## src/rtl/comparator_pipe.sv

```systemverilog
// ---------------------------------------------------------------------------
// comparator_pipe
//   Pipelined signed/unsigned magnitude comparator for the branch/SLT path.
//   Operand pairs enter under a valid/ready handshake. Results leave STAGES
//   cycles later as greater/equal/lesser flags plus a RISC-V branch-taken
//   decision selected by funct3. Supports backpressure (bubbles collapse) and
//   a synchronous flush.
//
// Ports
//   clk_i      clock, all state on the rising edge
//   rst_i      synchronous active-high reset (priority over everything)
//   flush_i    drop every in-flight entry and any input offered this cycle
//   valid_i    input operands valid
//   ready_o    block can accept an input this cycle
//   A_i, B_i   operands, WIDTH bits
//   signed_i   1: two's-complement flags, 0: unsigned flags
//   funct3_i   branch code (BEQ/BNE/BLT/BGE/BLTU/BGEU)
//   valid_o    result valid
//   ready_i    consumer accepts result
//   greater_o  A > B
//   equal_o    A == B
//   lesser_o   A < B
//   taken_o    branch condition true for funct3
//   illegal_o  funct3 is 010 or 011 (taken_o forced 0)
// ---------------------------------------------------------------------------
module comparator_pipe #(
  parameter int WIDTH  = 32,
  parameter int STAGES = 2
) (
  input  logic             clk_i,
  input  logic             rst_i,
  input  logic             flush_i,
  input  logic             valid_i,
  output logic             ready_o,
  input  logic [WIDTH-1:0] A_i,
  input  logic [WIDTH-1:0] B_i,
  input  logic             signed_i,
  input  logic [2:0]       funct3_i,
  output logic             valid_o,
  input  logic             ready_i,
  output logic             greater_o,
  output logic             equal_o,
  output logic             lesser_o,
  output logic             taken_o,
  output logic             illegal_o
);

  // Payload layout: {greater, equal, lesser, taken, illegal}
  localparam int PW = 5;

  logic [STAGES-1:0] vld_r;
  logic [PW-1:0]     pl_r [STAGES];
  logic [STAGES-1:0] adv_s;
  logic [PW-1:0]     pl_in_s;

  logic              eq_s;
  logic              lt_u_s;
  logic              lt_s_s;
  logic              lt_sel_s;
  logic              taken_s;
  logic              illegal_s;

  // Stage advance: a stage moves when it or any stage downstream of it is
  // empty, or when the consumer takes the result (bubbles collapse).
  always_comb begin
    logic full_v;
    adv_s = '0;
    for (int k = 0; k < STAGES; k++) begin
      full_v = 1'b1;
      for (int j = k; j < STAGES; j++) begin
        full_v = full_v & vld_r[j];
      end
      adv_s[k] = ready_i | ~full_v;
    end
  end

  assign ready_o = adv_s[0];

  // Compare and branch decision on the incoming pair. Flipping the MSB of
  // both operands turns a two's-complement compare into an unsigned one.
  always_comb begin
    eq_s      = (A_i == B_i);
    lt_u_s    = (A_i < B_i);
    lt_s_s    = ({~A_i[WIDTH-1], A_i[WIDTH-2:0]} < {~B_i[WIDTH-1], B_i[WIDTH-2:0]});
    lt_sel_s  = signed_i ? lt_s_s : lt_u_s;
    taken_s   = 1'b0;
    illegal_s = 1'b0;
    case (funct3_i)
      3'b000:  taken_s = eq_s;
      3'b001:  taken_s = ~eq_s;
      3'b100:  taken_s = lt_s_s;
      3'b101:  taken_s = ~lt_s_s;
      3'b110:  taken_s = lt_u_s;
      3'b111:  taken_s = ~lt_u_s;
      3'b010:  illegal_s = 1'b1;
      3'b011:  illegal_s = 1'b1;
      default: illegal_s = 1'b1;
    endcase
    pl_in_s = {~eq_s & ~lt_sel_s, eq_s, lt_sel_s, taken_s, illegal_s};
  end

  // Pipeline registers. An empty stage always carries an all-zero payload,
  // so the output flags read 0 whenever valid_o is low.
  always_ff @(posedge clk_i) begin
    if (rst_i || flush_i) begin
      vld_r <= '0;
      for (int k = 0; k < STAGES; k++) begin
        pl_r[k] <= '0;
      end
    end else begin
      if (adv_s[0]) begin
        vld_r[0] <= valid_i;
        pl_r[0]  <= valid_i ? pl_in_s : {PW{1'b0}};
      end
      for (int k = 1; k < STAGES; k++) begin
        if (adv_s[k]) begin
          vld_r[k] <= vld_r[k-1];
          pl_r[k]  <= pl_r[k-1];
        end
      end
    end
  end

  assign valid_o = vld_r[STAGES-1];
  assign {greater_o, equal_o, lesser_o, taken_o, illegal_o} = pl_r[STAGES-1];

endmodule

```

## config.mk

```make
export PLATFORM = sky130hd
export DESIGN_NAME = comparator_pipe
export DESIGN_NICKNAME = d
export VERILOG_FILES = /design/src/rtl/comparator_pipe.sv
export SDC_FILE = /design/constraint.sdc
export NUM_CORES = 1
export LEC_CHECK = 0
export CAP_MARGIN = 10
export CORE_MARGIN = 3
export CORE_UTILIZATION = 34
export CTS_CLUSTER_SIZE = 16
export DETAILED_ROUTE_END_ITERATION = 8
export GPL_TIMING_DRIVEN = 0
export PLACE_DENSITY = 0.82
export SETUP_SLACK_MARGIN = 0.2
export SYNTH_ARGS = -nofsm -noshare
export SYNTH_HDL_FRONTEND = slang
export SYNTH_SLANG_ARGS = --single-unit
```

## constraint.sdc

```tcl
create_clock -name clk_i -period 2.4 [get_ports clk_i]
set_input_delay 0.6 -clock clk_i [delete_from_list [all_inputs] [get_ports clk_i]]
set_output_delay 0.6 -clock clk_i [all_outputs]
set_load 0.05 [all_outputs]
```

After elaboration in Yosys (flattened, before gate mapping)
Memory sizes are Yosys's and may differ from the RTL's.
Index checks and enable logic that the tools add are counted.
{ "word_totals": {"regBits": 2, "latchBits": 0, "ramBits": 10, "romBits": 0, "in_bits": 73, "word_cells": 44, "memories": 1} }
{ "mem_list": {"columns": ["memory", "words", "word_bits", "read_ports", "rd_ports_with_merged_regs", "write_ports", "line", "rtl"], "rows": [
  ["pl_r", 2, 5, 2, 0, 2, "52", "logic [PW-1:0] pl_r [STAGES];"]
]} }
{ "op_classes": {"addsub": 0, "mul": 0, "n_div": 0, "order_cmp": 2, "eq_ne": 8, "shifts": 0, "muxes": 14, "bitwise": 14, "n_reduce_logical": 3} }
{ "op_table": {"columns": ["operator", "count"], "rows": [
  ["$lt 32x32->1", 2],
  ["$eq 32x32->1", 1],
  ["$mux 5", 3],
  ["$eq 3x3->1 const B", 4],
  ["$mux 1", 10],
  ["$not 1->1", 8],
  ["$eq 3x2->1 const B", 2],
  ["$pmux 1 s6", 1],
  ["$or 1x1->1", 4],
  ["$eq 3x1->1 const B", 1],
  ["$logic_not 3->1", 1],
  ["$and 1x1->1", 2],
  ["$reduce_or 2->1", 1],
  ["$logic_or 1x1->1", 1]
]} }

Logic depth before layout (Yosys ltp)
{ "logic_depth": {"ltp_word": 7, "depth_mapped": 8, "depth_no_buf": 8} }

Worst setup path after synthesis
Ideal clock, no wire load.
{ "synth_path": {"kind": "input to register", "start": "in B_i[14]", "end": "mem pl_r[0][1], data pin", "setup_time_ps": 269, "arrival_ps": 2247, "slack_ps": -116, "cell_stages": 8, "path_buffers": 0, "cell_sequence": "inv_1 -> ha_1 -> nand4_2 -> or4_1 -> or3_4 -> xnor2_2 -> a21oi_1 -> a311oi_2"} }
{ "synth_rtl": {"columns": ["item", "line", "rtl"], "rows": [
  ["from (decl)", "36", "input logic [WIDTH-1:0] B_i,"],
  ["to (decl)", "52", null]
]} }

==> results_dict.tcl <==
set metrics [dict create \
    ant_nets 0 \
    drive_above_1_share 0.379 \
    clock.fmax_ghz 0.426 \
    dp.cells 280 \
    clk_pin_slew_ns 0.05 \
    tightest_slew_ns 0.502 \
    num_vias 1430 \
    cp.required_ns 2.38 \
    drcViolationCount 0 \
    hold_viol 0 \
    antenna_found_initial 0 \
    synth_largest_area_cell "ha_1" \
    routed_wl_um 3680 \
    final_nets 350 \
    synth_compound_area_frac 0.133 \
    grt_first_pass_wirelength_um 6210 \
    postSynth.asyncResetShare 0 \
    path_buf_inv 1 \
    holdWs_ns 0.540 \
    slew_headroom 0.664 \
    synth_top_cells_by_area "ha_1 (31%), edfxtp_1 (22%), inv_1 (9.7%), a21oi_1 (4.8%), nand4_1 (3.2%)" \
    p_leak_nw 1.16 \
    cp.arrival_ns 2.32 \
    path_cells "clkdlybuf4s15_1 -> ha_4 -> nand4_4 -> or4_4 -> or3_4 -> xnor2_2 -> a21oi_2 -> a311oi_2" \
    syn_inst 153 \
    yosys.area_share.simple 0.185 \
    hp-class "register to register" \
    synthesis.nets 259 \
    crit_type "input port to register" \
    postCtsHoldBufs 0 \
    synthTopCellsByCount "inv_1 (35), ha_1 (33), a21oi_1 (13)" \
    fin_skew_ns 0.00353 \
    synth-edff-count 10 \
    outcome "finished clean" \
    first_pass_iters 4 \
    synthAdderAreaFrac 0.306 \
    postSynthAreaPerCell_um2 8.83 \
    cts_tree "done" \
    portBuffers 79 \
    peakVddDrop_v 0.000135 \
    start_util 0.361 \
    period_needed_ns 2.35 \
    fin_crit_sh 0.978 \
    rsz0062_at_grt "yes" \
    htree_levels 1 \
    synth_area_um2 1350 \
    rows 22 \
    muxShareOfSynthArea 0.0148 \
    slowest_stage "or4_4" \
    yosysMostFrequentCell "inv_1" \
    dp_hpwl_um 3080 \
    slew_violations 0 \
    synth_xor_area_frac 0.0120 \
    grt_pass1_vias 1572 \
    die_h_um 69.0 \
    cts_sinks 12 \
    endpoint_kind "register" \
    syn_to_final_growth_pct 86.1 \
    synth_cell_types 30 \
    antenna_cells 0 \
    start_kind "input port" \
    grt_max_degree 10 \
    cts_max_path_buffers 2 \
    final_cells 291 \
    core_um2 3740 \
    p_per_area_nw_per_um2 287 \
    grt_remaining_overflow 0 \
    place_congestion 0.742 \
    yosys_warnings 0 \
    die_w_um 69.0 \
    synth.top_cell.area_share 0.306 \
    dieArea_um2 4770 \
    clkLatencyLatePin_ns 0.24 \
    crit_fanout 4 \
    drv.max_cap_violation_count 0 \
    io_pins 80 \
    routedWlPerCell_um 12.6 \
    cts_made_buffers 3 \
    synth_ff_type "edfxtp_1" \
    root_buffer "clkbuf_8" \
    crit_family "simple AND/OR/NAND/NOR gates" \
    synth_top_family_by_area "adder cells" \
    grt_use_total 0.153 \
    seq_area_frac_synth 0.252 \
    drt_iter0_markers 28 \
    max_stage_delay_ns 0.42 \
    post_drt_via_cell_ratio 4.91 \
    ys_ff_latch 12 \
    finalSetupViolCount 0 \
]
-- layer usage --
metal	global-route usage	part of all wire	up-vias
met5	0	0	-
met4	0.0325	0.015	0
met3	0.0350	0.058	6
met2	0.301	0.53	54
met1	0.161	0.40	640
li1	-	-	730
-- cell usage in the layout (no fill, tap or decap), types with 2 or more instances in the layout --
cell	n
clkdlybuf4s50_1	24
buf_4	8
nor2_1	4
ha_4	19
buf_6	7
o21ai_0	4
nor3_1	2
nand4_1	7
inv_1	17
a21boi_0	2
and4_1	2
and3_1	5
nand2_1	4
dlygate4sd2_1	22
ha_1	14
mux2i_1	2
clkbuf_8	3
inv_4	3
clkdlybuf4s15_2	2
inv_2	14
edfxtp_1	10
dfxtp_1	2
buf_2	17
nor2b_1	2
nand3_1	6
clkdlybuf4s15_1	4
a21oi_1	12
-- flip-flops by register name, indices dropped and copies added, names as in the netlist --
register / cells
vld_r: 2
pl_r: 10
-- power by group --
group	internal [W]	total, W	switching (W)
clock	0.000112	0.000183	0.0000700
sequential	0.000228	0.000229	0.00000153
combinational	0.000180	0.000310	0.000130
-- timing repair --
item	CTS	global route
gates resized for setup	174	11
pin swaps	34	4
setup endpoints to repair	5	5
buffers inserted	7	0
hold endpoints to repair	0	0
-- layout make-up --
class	instances	area (um^2)
sequential	12	340
multi-input combinational	106	1180
tap	48	60.1
clock inverter	1	3.75
fill	330	1230
inverter	35	151
clock buffer	3	41.3
timing repair buffer	86	739
-- cells by family (layout without fill, tap and decap cells) --
family                   after synthesis  in the layout
AND/OR/NAND/NOR                       42             42
XOR/XNOR                               1              1
multiplexers                           2              2
AO/OA/AOI/OAI                         28             28
adder cells (fa/ha/maj)               33             33
buffers and inverters                 35            125
flip-flops                            12             12
-- metrics by stage --
step	setup TNS (ns)	cell area (um^2)	setup slack (ns)	util	total power (W)
floorplan	-0.0591	1470	-0.0591	-	0.000356
global placement	-2.66	2320	-0.812	0.620	0.000508
detailed placement	-2.79	2320	-0.844	0.620	0.000516
CTS	0	2470	0.0672	0.660	0.000714
global route	-0.0131	2510	-0.0131	0.672	0.000775
finish	0	2510	0.0518	0.672	0.000722
-- path summary, 6_finish.rpt --
check	from	end	slack, ns	depth (start not counted)
worst max-delay path	A_i[13]	pl_r[0][1]	0.05	8
worst min-delay path	vld_r[0]	vld_r[1]	0.54	1
worst max register to register	vld_r[1]	pl_r[0][4]	1.07	4
worst min register to register	vld_r[0]	vld_r[1]	0.54	1
Note: power is estimated with default switching activity, not from simulation.
